<file path="src/rtl/drw_wrt_ctrl_if.sv">
// rtl/drw_wrt_ctrl_if.sv - write-channel bundle between drw_wrt_ctrl and the AXI fabric / write-FIFO wrapper
//
// Purpose: groups the AW/W/B write channels plus the write-FIFO wrapper
// handshake so the controller and its peers connect through one port.
// Signals:
//   AWADDR/AWLEN/AWVALID/AWREADY  write-address channel
//   WVALID/WREADY/WLAST           write-data channel (data path lives in the wrapper)
//   BVALID/BRESP/BREADY           write-response channel
//   WVALID_I/WREADY_O             beat handshake with the write-FIFO wrapper
//   ADDR_VALID/WRT_FIN            wrapper enable and final-beat-of-job flag
// Modports: master = controller side, slave = fabric/wrapper side.
interface drw_wrt_ctrl_if;
  logic [31:0] AWADDR;
  logic [7:0]  AWLEN;
  logic        AWVALID;
  logic        AWREADY;
  logic        WVALID;
  logic        WREADY;
  logic        WLAST;
  logic        BVALID;
  logic [1:0]  BRESP;
  logic        BREADY;
  logic        WVALID_I;
  logic        WREADY_O;
  logic        ADDR_VALID;
  logic        WRT_FIN;

  modport master (
    output AWADDR, AWLEN, AWVALID, WVALID, WLAST, BREADY, WREADY_O, ADDR_VALID, WRT_FIN,
    input  AWREADY, WREADY, BVALID, BRESP, WVALID_I
  );

  modport slave (
    input  AWADDR, AWLEN, AWVALID, WVALID, WLAST, BREADY, WREADY_O, ADDR_VALID, WRT_FIN,
    output AWREADY, WREADY, BVALID, BRESP, WVALID_I
  );
endinterface

</file>
<file path="src/rtl/drw_wrt_ctrl.sv">
// rtl/drw_wrt_ctrl.sv - 2D write-burst controller: splits a HSIZE x VSIZE job into AXI write bursts
//
// Purpose: walks VSIZE lines of HSIZE 32-bit words starting at DST_ADDR with
// a pitch of STRIDE bytes, issuing bursts of at most 16 beats per line, one
// outstanding burst at a time (ADDR -> DATA -> RESP).
// Ports:
//   ACLK, ARST            clock, asynchronous active-high reset
//   RST                   synchronous soft reset
//   START                 job request pulse (honoured in IDLE only)
//   DST_ADDR/STRIDE       job base byte address and line pitch (64-byte aligned)
//   HSIZE/VSIZE           words per line, lines per job
//   BUSY/DONE/ERR         job status; ERR is sticky until the next START
//   axi                   write channels and write-FIFO wrapper handshake
module drw_wrt_ctrl (
  input  logic           ACLK,
  input  logic           ARST,
  input  logic           RST,
  input  logic           START,
  input  logic [31:0]    DST_ADDR,
  input  logic [12:0]    STRIDE,
  input  logic [10:0]    HSIZE,
  input  logic [10:0]    VSIZE,
  output logic           BUSY,
  output logic           DONE,
  output logic           ERR,
  drw_wrt_ctrl_if.master axi
);

  typedef enum logic [2:0] {
    S_IDLE,
    S_ADDR,
    S_DATA,
    S_RESP,
    S_FIN
  } state_t;

  state_t      r_state;
  state_t      w_next;

  logic [31:0] r_line_addr;
  logic [31:0] r_burst_addr;
  logic [12:0] r_stride;
  logic [10:0] r_hsize;
  logic [10:0] r_words_rem;   // words left in the current line, including the current burst
  logic [10:0] r_lines_rem;   // lines left in the job, including the current line
  logic [7:0]  r_beat_cnt;
  logic        r_err;
  logic        r_addr_valid;

  logic [10:0] w_burst_words;
  logic [7:0]  w_awlen;
  logic        w_w_hs;
  logic        w_wlast;
  logic        w_line_done;
  logic        w_last_line;
  logic        w_job_nonempty;
  logic [31:0] w_next_line_addr;

  logic        w_busy;
  logic        w_done;
  logic        w_awvalid;
  logic        w_wvalid;
  logic        w_wready_o;
  logic        w_bready;
  logic        w_wrt_fin;

  assign w_burst_words    = (r_words_rem > 11'd16) ? 11'd16 : r_words_rem;
  // Remaining-words is 0 outside a job, which keeps AWLEN at 0 rather than wrapping to 255.
  assign w_awlen          = (w_burst_words == 11'd0) ? 8'd0 : 8'(w_burst_words - 11'd1);
  assign w_w_hs           = (r_state == S_DATA) && axi.WVALID_I && axi.WREADY;
  assign w_wlast          = (r_state == S_DATA) && (r_beat_cnt == w_awlen);
  assign w_line_done      = (r_words_rem <= w_burst_words);
  assign w_last_line      = (r_lines_rem <= 11'd1);
  assign w_job_nonempty   = (HSIZE != 11'd0) && (VSIZE != 11'd0);
  assign w_next_line_addr = r_line_addr + {19'b0, r_stride};

  always_comb begin
    w_next     = r_state;
    w_busy     = (r_state != S_IDLE);
    w_done     = 1'b0;
    w_awvalid  = 1'b0;
    w_bready   = 1'b0;
    // Soft reset gates the wrapper handshake for the whole reset cycle, not just after the edge.
    w_wvalid   = 1'b0;
    w_wready_o = 1'b0;
    w_wrt_fin  = 1'b0;
    case (r_state)
      S_IDLE: begin
        if (START) w_next = w_job_nonempty ? S_ADDR : S_FIN;
      end
      S_ADDR: begin
        w_awvalid = 1'b1;
        if (axi.AWREADY) w_next = S_DATA;
      end
      S_DATA: begin
        w_wvalid   = axi.WVALID_I && !RST;
        w_wready_o = axi.WREADY && !RST;
        w_wrt_fin  = w_wlast && w_line_done && w_last_line;
        if (w_w_hs && w_wlast) w_next = S_RESP;
      end
      S_RESP: begin
        w_bready = 1'b1;
        if (axi.BVALID) w_next = (w_line_done && w_last_line) ? S_FIN : S_ADDR;
      end
      S_FIN: begin
        w_done = 1'b1;
        w_next = S_IDLE;
      end
      default: w_next = S_IDLE;
    endcase
  end

  always_ff @(posedge ACLK or posedge ARST) begin
    if (ARST) begin
      r_state      <= S_IDLE;
      r_line_addr  <= 32'd0;
      r_burst_addr <= 32'd0;
      r_stride     <= 13'd0;
      r_hsize      <= 11'd0;
      r_words_rem  <= 11'd0;
      r_lines_rem  <= 11'd0;
      r_beat_cnt   <= 8'd0;
      r_err        <= 1'b0;
      r_addr_valid <= 1'b0;
    end else if (RST) begin
      r_state      <= S_IDLE;
      r_line_addr  <= 32'd0;
      r_burst_addr <= 32'd0;
      r_stride     <= 13'd0;
      r_hsize      <= 11'd0;
      r_words_rem  <= 11'd0;
      r_lines_rem  <= 11'd0;
      r_beat_cnt   <= 8'd0;
      r_err        <= 1'b0;
      r_addr_valid <= 1'b0;
    end else begin
      r_state <= w_next;
      case (r_state)
        S_IDLE: begin
          if (START) begin
            r_line_addr  <= DST_ADDR;
            r_burst_addr <= DST_ADDR;
            r_stride     <= STRIDE;
            r_hsize      <= HSIZE;
            r_beat_cnt   <= 8'd0;
            r_err        <= 1'b0;
            // An empty job goes straight to FIN with the counters left at zero.
            if (w_job_nonempty) begin
              r_words_rem <= HSIZE;
              r_lines_rem <= VSIZE;
            end
          end
        end
        S_ADDR: begin
          if (axi.AWREADY) r_addr_valid <= 1'b1;
        end
        S_DATA: begin
          if (w_w_hs) r_beat_cnt <= w_wlast ? 8'd0 : r_beat_cnt + 8'd1;
        end
        S_RESP: begin
          if (axi.BVALID) begin
            if (axi.BRESP != 2'b00) r_err <= 1'b1;
            if (!w_line_done) begin
              r_words_rem  <= r_words_rem - w_burst_words;
              r_burst_addr <= r_burst_addr + {19'b0, w_burst_words, 2'b00};
            end else if (!w_last_line) begin
              r_lines_rem  <= r_lines_rem - 11'd1;
              r_line_addr  <= w_next_line_addr;
              r_burst_addr <= w_next_line_addr;
              r_words_rem  <= r_hsize;
            end else begin
              // Dropping here makes ADDR_VALID low for the whole FIN cycle.
              r_words_rem  <= 11'd0;
              r_lines_rem  <= 11'd0;
              r_addr_valid <= 1'b0;
            end
          end
        end
        S_FIN: begin
          r_addr_valid <= 1'b0;
        end
        default: ;
      endcase
    end
  end

  assign BUSY           = w_busy;
  assign DONE           = w_done;
  assign ERR            = r_err;
  assign axi.AWADDR     = r_burst_addr;
  assign axi.AWLEN      = w_awlen;
  assign axi.AWVALID    = w_awvalid;
  assign axi.WVALID     = w_wvalid;
  assign axi.WREADY_O   = w_wready_o;
  assign axi.WLAST      = w_wlast;
  assign axi.BREADY     = w_bready;
  assign axi.ADDR_VALID = r_addr_valid;
  assign axi.WRT_FIN    = w_wrt_fin;

endmodule
</file>
<file path="src/flat_wrapper.sv">
// flat-port wrapper written by rule: the top's interface ports become plain ports
module drw_wrt_ctrl_flat 
  (ACLK, ARST, RST, START, DST_ADDR, STRIDE, HSIZE, VSIZE, BUSY, DONE, ERR, axi_AWADDR, axi_AWLEN, axi_AWVALID, axi_WVALID, axi_WLAST, axi_BREADY, axi_WREADY_O, axi_ADDR_VALID, axi_WRT_FIN, axi_AWREADY, axi_WREADY, axi_BVALID, axi_BRESP, axi_WVALID_I);
  drw_wrt_ctrl_if axi_i ();
  input  logic ACLK;
  input  logic ARST;
  input  logic RST;
  input  logic START;
  input  logic [31:0] DST_ADDR;
  input  logic [12:0] STRIDE;
  input  logic [10:0] HSIZE;
  input  logic [10:0] VSIZE;
  output logic BUSY;
  output logic DONE;
  output logic ERR;
  output wire logic [$bits(axi_i.AWADDR)-1:0] axi_AWADDR;
  output wire logic [$bits(axi_i.AWLEN)-1:0] axi_AWLEN;
  output wire logic [$bits(axi_i.AWVALID)-1:0] axi_AWVALID;
  output wire logic [$bits(axi_i.WVALID)-1:0] axi_WVALID;
  output wire logic [$bits(axi_i.WLAST)-1:0] axi_WLAST;
  output wire logic [$bits(axi_i.BREADY)-1:0] axi_BREADY;
  output wire logic [$bits(axi_i.WREADY_O)-1:0] axi_WREADY_O;
  output wire logic [$bits(axi_i.ADDR_VALID)-1:0] axi_ADDR_VALID;
  output wire logic [$bits(axi_i.WRT_FIN)-1:0] axi_WRT_FIN;
  input wire logic [$bits(axi_i.AWREADY)-1:0] axi_AWREADY;
  input wire logic [$bits(axi_i.WREADY)-1:0] axi_WREADY;
  input wire logic [$bits(axi_i.BVALID)-1:0] axi_BVALID;
  input wire logic [$bits(axi_i.BRESP)-1:0] axi_BRESP;
  input wire logic [$bits(axi_i.WVALID_I)-1:0] axi_WVALID_I;
  assign axi_AWADDR = axi_i.AWADDR;
  assign axi_AWLEN = axi_i.AWLEN;
  assign axi_AWVALID = axi_i.AWVALID;
  assign axi_WVALID = axi_i.WVALID;
  assign axi_WLAST = axi_i.WLAST;
  assign axi_BREADY = axi_i.BREADY;
  assign axi_WREADY_O = axi_i.WREADY_O;
  assign axi_ADDR_VALID = axi_i.ADDR_VALID;
  assign axi_WRT_FIN = axi_i.WRT_FIN;
  assign axi_i.AWREADY = axi_AWREADY;
  assign axi_i.WREADY = axi_WREADY;
  assign axi_i.BVALID = axi_BVALID;
  assign axi_i.BRESP = axi_BRESP;
  assign axi_i.WVALID_I = axi_WVALID_I;
  drw_wrt_ctrl u_core (.ACLK(ACLK), .ARST(ARST), .RST(RST), .START(START), .DST_ADDR(DST_ADDR), .STRIDE(STRIDE), .HSIZE(HSIZE), .VSIZE(VSIZE), .BUSY(BUSY), .DONE(DONE), .ERR(ERR), .axi(axi_i));
endmodule
</file>
<file path="config.mk">
export PLATFORM = sky130hd
export DESIGN_NAME = drw_wrt_ctrl_flat
export DESIGN_NICKNAME = d
export VERILOG_FILES = /design/src/rtl/drw_wrt_ctrl_if.sv /design/src/rtl/drw_wrt_ctrl.sv /design/src/flat_wrapper.sv
export SDC_FILE = /design/constraint.sdc
export NUM_CORES = 1
export LEC_CHECK = 0
export BUFFER_PORTS_ARGS = -buffer_cell sky130_fd_sc_hd__buf_2
export CAP_MARGIN = 40
export CORE_ASPECT_RATIO = 0.9
export CORE_MARGIN = 4
export CORE_UTILIZATION = 55
export CTS_CLUSTER_SIZE = 14
export DETAILED_ROUTE_END_ITERATION = 10
export PLACE_DENSITY = 0.77
export SYNTH_ARGS = -nofsm -noshare
export SYNTH_HDL_FRONTEND = slang
export SYNTH_SLANG_ARGS = --single-unit
</file>
<file path="constraint.sdc">
create_clock -name ACLK -period 5.2 [get_ports ACLK]
set_input_delay 0.52 -clock ACLK [delete_from_list [all_inputs] [get_ports ACLK]]
set_output_delay 0.52 -clock ACLK [all_outputs]
set_load 0.05 [all_outputs]
</file>
[After elaboration in Yosys (flattened, before gate mapping)]
Cells that the tools add are included.
Storage, ports and cells
  flip-flop bits (word level): 123
  latch bits: 0
  bits in writable memories: 0
  bits in read-only memories: 0
  bits of input ports: 77
  memories kept: 0
Operators by class
  add/subtract/negate cells: 6
  multipliers: 0
  div/mod/pow operators: 0
  magnitude comparators: 3
  eq/ne operators: 16
  shifts and indexed selects: 0
  multiplexer cells: 62
  bitwise gates (word level): 0
  reductions and logical operators: 31
Operators by type and width (number)
  $mux 32: 8
  $mux 11: 16
  $pmux 32 s2: 2
  $add 32x13->32: 2
  $pmux 11 s2: 2
  $mux 8: 5
  $mux 13: 3
  $reduce_bool 11->1: 2
  $mux 3: 7
  $pmux 8 s2: 1
  $reduce_and 4->1: 4
  $mux 1: 15
  $ne 3x2->1 const B: 5
  $ne 3x3->1 const B: 5
  $reduce_and 5->1: 3
  $pmux 3 s4: 1
  $gt 11x5->1 const B: 1
  $le 11x1->1 const B: 1
  $le 11x11->1: 1
  $logic_not 11->1: 1
  $sub 11x1->11 const B: 1
  $sub 11x11->11: 1
  $logic_and 1x1->1: 10
  $reduce_bool 3->1: 3
  15 further kinds: 18

[Longest topological paths before layout]
Gate-level depths: netlist (run 1).
  word-level depth: 10
  gate-level depth with buffers: 17

[Worst setup path before layout (run 1)]
No wires, ideal clock.
  path type: register to output
  start: register u_core.r_words_rem[0]
  end: output port axi_WRT_FIN
  data arrival time: 5283 ps
  required time: 4680 ps
  path slack: -603 ps
  stages on the path, launching flop included: 14
  cells stage by stage: dfrtp_1 > clkbuf_1 > o41ai_2 > and3_1 > buf_2 > buf_1 > nand2_1 > ha_1 > nor3b_1 > a31oi_1 > nor2b_1 > a2111oi_2 > nand3_1 > nor4_1
Between the ends
  longest elaborated chain between the ends: 9
Ends and longest elaborated chain
  start, declared: RTL line drw_wrt_ctrl.sv:44  | logic [10:0] r_words_rem;
  start signal, assigned: RTL line drw_wrt_ctrl.sv:164  | r_words_rem <= r_words_rem - w_burst_words;
  start signal, assigned: RTL line drw_wrt_ctrl.sv:170  | r_words_rem <= r_hsize;
  $gt 11x5->1: RTL line drw_wrt_ctrl.sv:67  | assign w_burst_words = (r_words_rem > 11'd16) ? 11'd16 : r_words_rem;
  $mux 11 (*): RTL line drw_wrt_ctrl.sv:67
  $sub 8x1->8 / $logic_not 11->1 (equally long branches): RTL line drw_wrt_ctrl.sv:69  | assign w_awlen = (w_burst_words == 11'd0) ? 8'd0 : 8'(w_burst_words - 11'd1);
  $mux 8 (*): RTL line drw_wrt_ctrl.sv:69
  net axi_AWLEN[1]: RTL line flat_wrapper.sv:17  | output wire logic [$bits(axi_i.AWLEN)-1:0] axi_AWLEN;
  $eq 8x8->1 (*): RTL line drw_wrt_ctrl.sv:71  | assign w_wlast = (r_state == S_DATA) && (r_beat_cnt == w_awlen);
  $logic_and 1x1->1 (*): RTL line drw_wrt_ctrl.sv:71
  $logic_and 1x1->1 (*) (2 in a row): RTL line drw_wrt_ctrl.sv:98  | w_wrt_fin = w_wlast && w_line_done && w_last_line;
  $mux 1 (*): RTL line drw_wrt_ctrl.sv:87  | case (r_state)
  end, declared: RTL line flat_wrapper.sv:24  | output wire logic [$bits(axi_i.WRT_FIN)-1:0] axi_WRT_FIN;
Mark *: on every way through the listed nets, which the timed path passes. The rest lies on a longest branch.

[Worst setup path after layout (run 1)]
  start: register u_core.r_words_rem[5]
  end: output port axi_WRT_FIN
Between the ends
  longest elaborated chain between the ends: 9
Ends and longest elaborated chain (RTL line)
  $gt 11x5->1: drw_wrt_ctrl.sv:67
  $mux 11: drw_wrt_ctrl.sv:67
  $sub 8x1->8 / $logic_not 11->1 (equally long branches): drw_wrt_ctrl.sv:69
  $mux 8: drw_wrt_ctrl.sv:69
  $eq 8x8->1: drw_wrt_ctrl.sv:71
  $logic_and 1x1->1: drw_wrt_ctrl.sv:71
  $logic_and 1x1->1 (*) (2 in a row): drw_wrt_ctrl.sv:98
  $mux 1 (*): drw_wrt_ctrl.sv:87
Every way passes the cells marked *; elsewhere a longest branch is shown, timed or not.

==> results of run 1 <==
-- state kept, by name, summed over array words and instances (netlist names) --
signal and count:
u_core.r_state 3, u_core.r_words_rem 11, u_core.r_beat_cnt 8, u_core.axi.AWADDR 32, u_core.axi.ADDR_VALID 1, u_core.r_hsize 11
u_core.ERR 1, u_core.r_line_addr 32, u_core.r_stride 13, u_core.r_lines_rem 11
-- metrics by stage --
stage | instance area (um^2) | hold slack, ns | worst slack (ns) | util [%] | total power, mW
after global routing | 10500 | 0.145 | 0.306 | 65.2 | 6.31
after global placement | 9810 | 0.463 | 1.07 | 60.8 | 4.50
final | 10500 | 0.101 | 0.527 | 65.2 | 5.97
after floorplan | 9090 | 0.450 | 0.172 | - | 3.79
after detailed placement | 9890 | 0.468 | 1.02 | 61.3 | 4.57
after CTS | 10500 | 0.119 | 0.567 | 65.2 | 5.89
-- per-layer routing --
metal / GRT usage (%) / routed length [um] / part of all wire, %
met5: 0 / 0 / 0
met4: 10.0 / 763 / 2.6
met3: 8.72 / 3660 / 13
met2: 41.9 / 11700 / 40
met1: 49.6 / 13100 / 45
-- Yosys cell counts (all sizes together), types with 10 or more instances --
cell type	instances	share of area, %
dfrtp	123	34
nor2	78	3.4
inv	36	1.5
a21o	23	1.9
o31ai	27	2.2
xor2	17	1.6
o21a	10	0.83
ha	30	4.1
and3	17	1.2
xnor2	20	1.9
a211oi	16	1.3
nand2	168	7.0
nor3	37	2.1
nand4	14	0.97
a31oi	30	2.1
o21ai	91	5.0
nand3	34	1.9
nor4	14	1.1
buf	14	0.87
a21oi	90	5.0
clkbuf	60	2.5
-- cell type report --
| type | count | area (um^2) | share of cell area [%] |
|---|---|---|---|
| Clock buffer | 17 | 425 | 4.04 |
| Clock inverter | 15 | 211 | 2.01 |
| Inverter | 36 | 138 | 1.31 |
| Multi-Input combinational cell | 905 | 5610 | 53.3 |
| Sequential cell | 123 | 3080 | 29.2 |
| Tap cell | 207 | 259 | 2.46 |
| Timing Repair Buffer | 144 | 801 | 7.61 |
-- worst paths after layout --
kind                                         endpoint             startpoint  cells past startpoint  slack, ns
worst max-delay path                      axi_WRT_FIN  u_core.r_words_rem[5]                     11       0.53
worst min-delay path            u_core.r_lines_rem[6]                   ARST                      2       0.10
worst max register to register   u_core.r_beat_cnt[4]  u_core.r_words_rem[5]                     12       1.14
worst min register to register  u_core.r_line_addr[7]  u_core.r_line_addr[7]                      2       0.48
max in group asynchronous       u_core.axi.AWADDR[13]                   ARST                      3       3.97
min in group ACLK                  u_core.r_stride[9]              STRIDE[9]                      3       0.33
-- cells by family (layout without fill, tap and decap cells) --
| family | count (synthesis) | in the layout | share of synthesized area [%] |
|---|---|---|---|
| simple gates | 418 | 418 | 22.2 |
| compound gates | 409 | 409 | 30.5 |
| flops | 123 | 123 | 34.0 |
| buf+inv | 110 | 212 | 4.85 |
| xor+xnor | 37 | 37 | 3.58 |
| fa+ha+maj | 32 | 32 | 4.59 |
| other cells | 2 | 7 | 0.0829 |
| mux | 2 | 2 | 0.221 |
-- power by group through the flow --
stage	Clock (mW)	Combinational [mW]	Sequential [mW]
6_report	1.31	2.96	1.70
5_1_grt	1.35	3.20	1.75
4_1_cts	1.31	2.90	1.68
3_5_place_dp	0	2.88	1.69
3_3_place_gp	0	2.81	1.68
2_1_floorplan	0	1.90	1.89
==> impl_metrics.toml, run 1 <==
[clocking]
clockBufferDepth = 2
cts_root_buf = "clkbuf_16"
cts.clk_slew.worst_paths_ns = 0.06
ctsHoldBuffers = 0
tritoncts = "yes"
clkLatencyLatePin_ns = 0.43
numCtsBuffers = 17
post_cts.repair.setup_buffers = 0
cts.repair.resized = 0
h-tree-depth = 4
cts_sinks = 123

[die]
die-area_um2 = 18600
die_h_um = 130
rows = 44
start_util_pct = 56.1
core_um2 = 16100
ios = 127
die_w_um = 143

[critical_path]
cp_slowest_stage_delay_ns = 0.69
cp.required_ns = 4.68
cp_top_family = "simple AND/OR/NAND/NOR gates"
crit_slowest_cell = "or4b_2"
crit_fanout = 11
setup.worst_path.start_class = "flip-flop"
crit_buf_inv = 1
cp-end-kind = "output port"
path_cells = "nor4_4 > and3_1 > nand2_1 > ha_1 > or4b_2 > nor3_1 > a31oi_1 > o31ai_1 > nand3_1 > nor4_4 > buf_2"
crit_path_frequent_cell = "nor4_4"
crit_arrival_ns = 4.15
path_class = "reg -> out"

[power_and_ir_drop]
p_clk_share_pct = 21.9
power_leakage_nw = 4.67
ir_drop_mv = 0.441
pwr_density_cell_nw_per_um2 = 568
p_sw_mw = 2.95
seqPwrFrac_pct = 28.5
p_sw_share_pct = 49.4
intPower_mw = 3.02
combPwrFrac_pct = 49.6

[finish]
instances_no_fill = 1447
final_common_cell = "nand2_1"
antennaDiodeCount = 0
drive_above_1_share_pct = 16.5
n_fill_cell = 1383
final_cell_mix = "nand2_1, buf_2, dfrtp_1"
nets = 1336
area.growth.synth_to_final_pct = 16.2

[timing]
slew_violations = 0
rsz0062_at_grt = "no"
setup_violations = 0
max_slew_margin_pct = 35.6
max_freq_mhz = 214
tightest_slew_ns = 0.964
hold_viol = 0
fin_crit_sh_pct = 89.9
period_minus_slack_ns = 4.67
finClkSkew_ns = 0.00776
fin_setup_tns_ns = 0

[hold_path]
min_path_type = "in -> async"

[synth]
synth_edf_count = 0
ys_async_sr_fraction_pct = 100
ys_types = 88
synth-seq-cells = 123
synth_ff_type = "dfrtp_1"
yosysSeqAreaShare_pct = 34.0
ys_warn_count = 0
synth_cells = 1133
syn_avg_cell_area_um2 = 7.99
syn_area_um2 = 9060

[detailed_routing]
vias_per_cell = 6.57
drtAntennaViolNets = 0
first_iter_violations = 1295
vias = 9513
wirelength_um = 29200
dr.pass1.iters = 6
routedWlPerCell_um = 20.2
drc = 0

[run]
drv_cap = 0

[global_route]
grt_max_degree = 57
grt_pass1_wl_um = 46300
antenna_found_initial = 0
grtUsageTotal_pct = 31.6
grt-ovfl-total = 0
grt_pass1_vias = 8372

[run_status]
status = "finished clean"

[place]
place_inst = 1415
gp_congestion = 1.00
port-buffer-count = 126
place_hpwl_um = 20800
Note: power is estimated with default switching activity, not from simulation.
==> run 2, diff against run 1 <==
- CORE_UTILIZATION: 55 -> 59
- PLACE_DENSITY: 0.77 -> 0.82
==> run 2 against run 1 <==
Combinational power hardly changed. Count of clock-buffer cells in the layout is the same. Maximum frequency down 1.4%. Wire length is 2.5% higher. Sequential share of layout area up 0.28 points. Clock power down 12%. Utilization grew 4.8 points. Cell count down 0.62%. Critical endpoint unchanged.
==> impl_metrics.toml, run 2 (synthesized netlist as in run 1, its figures left out) <==
[run_status]
status = "finished clean"

[power_and_ir_drop]
power.total_mw = 5.85
power_leakage_nw = 4.62
intPower_mw = 2.87
ir_drop_mv = 0.321
seqPwrFrac_pct = 29.4
p_clk_share_pct = 19.7
p_sw_mw = 2.99
pwr_density_cell_nw_per_um2 = 562
p_sw_share_pct = 51.0
combPwrFrac_pct = 51.0

[timing]
max_freq_mhz = 211
period_minus_slack_ns = 4.74
max_slew_margin_pct = 39.1
rsz0062_at_grt = "no"
fin_setup_tns_ns = 0
hold_viol = 0
setup_violations = 0
slew_violations = 0
finClkSkew_ns = 0.00822
tightest_slew_ns = 0.910
fin_crit_sh_pct = 91.1

[die]
die-area_um2 = 17400
die_w_um = 139
core_um2 = 14900
start_util_pct = 60.9
rows = 42
ios = 127
die_h_um = 126

[critical_path]
cp-end-kind = "output port"
r2r-start = "u_core.r_words_rem[5]"
crit_path_frequent_cell = "nor4_4"
setup.worst_path.start_class = "flip-flop"
timing.critical_path.from = "u_core.r_words_rem[5]"
cp.required_ns = 4.68
path_cells = "nor4_4 > and3_1 > nand2_1 > ha_1 > or4b_2 > nor3_1 > a31oi_1 > o31ai_1 > nand3_1 > nor4_4 > buf_2"
path_class = "reg -> out"
crit_slowest_cell = "or4b_2"
crit_buf_inv = 1
cp_slowest_stage_delay_ns = 0.70
crit_fanout = 11
crit_arrival_ns = 4.22
cp_top_family = "simple AND/OR/NAND/NOR gates"

[finish]
final-seq-area_um2 = 3080
n_fill_cell = 1209
drive_above_1_share_pct = 16.5
instances_no_fill = 1438
nets = 1335
final_cell_mix = "nand2_1, buf_2, dfrtp_1"
fin_util_pct = 70.1
multiInputGateArea_um2 = 5610
final_common_cell = "nand2_1"
area.growth.synth_to_final_pct = 15.1

[place]
gp_congestion = 0.995
place_inst = 1405
place_hpwl_um = 21300
port-buffer-count = 126

[run]
drv_cap = 0

[hold_path]
min_path_type = "in -> async"

[clocking]
cts_root_buf = "clkbuf_16"
h-tree-depth = 4
cts.clk_slew.worst_paths_ns = 0.06
numCtsBuffers = 17
post_cts.repair.setup_buffers = 0
tritoncts = "yes"
cts_sinks = 123
cts.repair.resized = 0
clockBufferDepth = 2
clkLatencyLatePin_ns = 0.43
ctsHoldBuffers = 0

[detailed_routing]
wirelength_um = 30000
vias_per_cell = 6.69
first_iter_violations = 1440
dr.pass1.iters = 6
routedWlPerCell_um = 20.8
vias = 9618
drc = 0
drtAntennaViolNets = 0

[global_route]
grtUsageTotal_pct = 33.5
grt_pass1_vias = 8413
grt-ovfl-total = 0
grt_pass1_wl_um = 47100
antenna_found_initial = 0
grt_max_degree = 63
-- run 2: worst register-to-register path, cell delays in order, from the launching register on --
cell,delay [ns]
dfrtp_1,0.47
nor4_4,0.59
and3_1,0.29
nand2_1,0.15
ha_1,0.39
or4b_2,0.70
nor3_1,0.26
o21bai_1,0.21
o31ai_1,0.12
a31oi_1,0.31
buf_4,0.23
nand2_1,0.08
o311ai_1,0.29
-- run 2: layer usage --
| metal | part of all wire, % | global-route usage, % | vias to the layer above |
|---|---|---|---|
| li1 | - | - | 4420 |
| met1 | 44 | 51.0 | 4502 |
| met2 | 41 | 45.9 | 643 |
| met3 | 14 | 11.0 | 53 |
| met4 | 2.0 | 8.19 | 0 |
| met5 | 0 | 0 | - |
-- run 2: layout make-up --
cell class | count | share of cell area, %
Clock inverter | 15 | 1.32
Antenna cell | 1 | 0.0240
Multi-Input combinational cell | 905 | 53.8
Clock buffer | 17 | 4.08
Timing Repair Buffer | 143 | 7.50
Tap cell | 198 | 2.38
Sequential cell | 123 | 29.5
Inverter | 36 | 1.32
-- run 2: path summary, 6_finish.rpt --
path	endpoint	slack, ns	cells after the start
worst max-delay path	axi_WRT_FIN	0.46	11
worst min-delay path	u_core.r_lines_rem[0]	0.23	2
worst max register to register	u_core.r_beat_cnt[4]	1.01	12
worst min register to register	u_core.r_line_addr[0]	0.48	1
max in group asynchronous	u_core.axi.AWADDR[19]	3.63	3
min in group ACLK	u_core.r_stride[6]	0.34	3
-- run 2: stage by stage --
stage	cell area [um^2]	setup slack (ns)	hold slack (ns)
4_1_cts	10400	0.502	0.256
3_5_place_dp	9860	1.03	0.463
5_1_grt	10400	0.249	0.288
3_3_place_gp	9810	0.930	0.463
6_report	10400	0.461	0.227
2_1_floorplan	9090	0.172	0.450
-- run 2: power by group through the flow --
stage / clock network [mW] / logic (mW) / registers, mW
3_5_place_dp: 0 / 2.88 / 1.70
6_report: 1.15 / 2.98 / 1.72
5_1_grt: 1.20 / 3.21 / 1.76
2_1_floorplan: 0 / 1.90 / 1.89
3_3_place_gp: 0 / 2.84 / 1.69
4_1_cts: 1.16 / 2.91 / 1.69
==> run 3, diff against run 2 <==
- CELL_PAD_IN_SITES_DETAIL_PLACEMENT: default -> 0
- CELL_PAD_IN_SITES_GLOBAL_PLACEMENT: default -> 2
- CORE_UTILIZATION: 59 -> 35
- PLACE_DENSITY: 0.82 -> default
- PLACE_DENSITY_LB_ADDON: default -> 0.1
- RECOVER_POWER: default -> 50
- SKIP_CTS_REPAIR_TIMING: default -> 1
==> run 3 against run 2 <==
Utilization decreased by 28 points. Via count is 4.3% lower. Critical path type unchanged. Largest power group unchanged. Maximum frequency increased by 1.7%. Setup slack improved by 0.079 ns. Flip-flop and latch count unchanged. Global-route usage decreased by 10 points. The run now ends with max-capacitance violations, max-slew violations left.
==> impl_metrics.toml, run 3 (synthesized netlist as in run 1, its figures left out) <==
[finish]
n_fill_cell = 2710
antennaDiodeCount = 0
final_common_cell = "nand2_1"
fin_util_pct = 41.8
design_area_um2 = 10600
multiInputGateArea_um2 = 5610
area.growth.synth_to_final_pct = 17.0
final_cell_mix = "nand2_1, dfrtp_1, buf_2"
drive_above_1_share_pct = 14.6
nets = 1340
final-seq-area_um2 = 3080

[critical_path]
cp-end-kind = "output port"
path_cells = "nor4_4 > and3_1 > nand2_1 > ha_1 > or4b_2 > nor3_1 > a31oi_1 > o31ai_1 > nand3_1 > nor4_4 > buf_2"
cp_top_family = "simple AND/OR/NAND/NOR gates"
crit_buf_inv = 1
crit_arrival_ns = 4.14
crit_fanout = 11
crit_slowest_cell = "or4b_2"
setup.worst_path.start_class = "flip-flop"
cp_slowest_stage_delay_ns = 0.70
path_class = "reg -> out"
cp.required_ns = 4.68
crit_path_frequent_cell = "nor4_4"

[die]
ios = 127
die_w_um = 178
core_um2 = 25300
rows = 55
die_h_um = 161
start_util_pct = 35.8
die-area_um2 = 28500

[global_route]
grt_pass1_vias = 8474
antenna_found_initial = 0
grtUsageTotal_pct = 23.5
grt_max_degree = 55
grt-ovfl-total = 0
grt_pass1_wl_um = 52100

[detailed_routing]
drtAntennaViolNets = 0
drc = 0
first_iter_violations = 741
dr.pass1.iters = 6
routedWlPerCell_um = 21.2
vias = 9202
vias_per_cell = 5.80
wirelength_um = 33700

[timing]
setup_violations = 0
holdWs_ns = 0.336
rsz0062_at_grt = "no"
fin_crit_sh_pct = 89.6
period_minus_slack_ns = 4.66
hold_viol = 0
fin_setup_tns_ns = 0
max_freq_mhz = 215
slew_violations = 128
finClkSkew_ns = 0.0144
tightest_slew_ns = 2.56
max_slew_margin_pct = -70.5

[clocking]
tritoncts = "yes"
cts_sinks = 123
numCtsBuffers = 17
h-tree-depth = 4
cts.clk_slew.worst_paths_ns = 0.07
cts_root_buf = "clkbuf_16"
clockBufferDepth = 2
clkLatencyLatePin_ns = 0.43

[place]
place_hpwl_um = 25100
dpl_cell_area_um2 = 10100
gp_congestion = 0.904
port-buffer-count = 126

[run_status]
status = "complete, but fails checks"
violations = "max-capacitance violations, max-slew violations"

[power_and_ir_drop]
ir_drop_mv = 0.232
power_leakage_nw = 4.54
power.total_mw = 5.86
pwr_density_cell_nw_per_um2 = 553

[run]
drv_cap = 3

[hold_path]
min_path_type = "in -> reg"
==> run 3: changes by cell type in the layout (fill, tap and decap cells not counted), moves of 2 or more <==
cell      previous run  this run
clkinv_4             0         2
buf_2              126       101
inv_8                1         3
clkbuf_1             0        27
buf_4               15        18
clkinv_2             3         0
==> run 3: final timing paths <==
kind | start | end | depth (start not counted) | slack, ns
max in group asynchronous | ARST | u_core.axi.AWADDR[10] | 3 | 1.39
setup reg to reg | u_core.r_words_rem[5] | u_core.axi.AWADDR[16] | 14 | 1.27
hold / removal | STRIDE[3] | u_core.r_stride[3] | 3 | 0.34
setup / recovery | u_core.r_words_rem[5] | axi_WRT_FIN | 11 | 0.54
min in group asynchronous | ARST | u_core.r_lines_rem[4] | 2 | 0.65
hold reg to reg | u_core.r_hsize[3] | u_core.r_hsize[3] | 2 | 0.48
==> run 3: worst register-to-register path: stages, from the launching register on <==
cell,delay [ns]
dfrtp_1,0.48
or4_4,0.66
nor2_8,0.20
nand2_1,0.12
inv_1,0.09
ha_1,0.18
inv_1,0.06
fa_1,0.39
nand2b_1,0.20
a21oi_1,0.20
o41a_1,0.19
a41o_1,0.40
nand2_1,0.17
o311ai_0,0.32
o21ai_0,0.13
==> run 3: cell type report <==
type | instances | area share [%]
clock buffers | 17 | 4.02
clock inverters | 15 | 1.25
inverters | 36 | 1.29
multi-input cells | 905 | 53.0
flip-flops and latches | 123 | 29.1
well taps | 342 | 4.04
repair buffers | 148 | 7.37
==> run 3: report_power, final <==
group | total, mW | internal, mW | switching (mW)
sequential | 1.71 | 1.26 | 0.449
clock | 1.16 | 0.627 | 0.528
combinational | 2.99 | 0.931 | 2.06
total | 5.86 | 2.82 | 3.04
==> run 3: routing by layer <==
metal | GRT usage, % | wire length (um)
met1 | 37.9 | 17200
met2 | 32.1 | 13800
met3 | 4.97 | 2370
met4 | 3.80 | 288
met5 | 0 | 0
==> run 3: metrics by stage <==
stage	setup WS, ns	std cells
6_report	0.541	1586
5_1_grt	0.282	1586
4_1_cts	0.503	1586
3_5_place_dp	0.968	1554
3_3_place_gp	1.04	1551
2_1_floorplan	0.172	1138
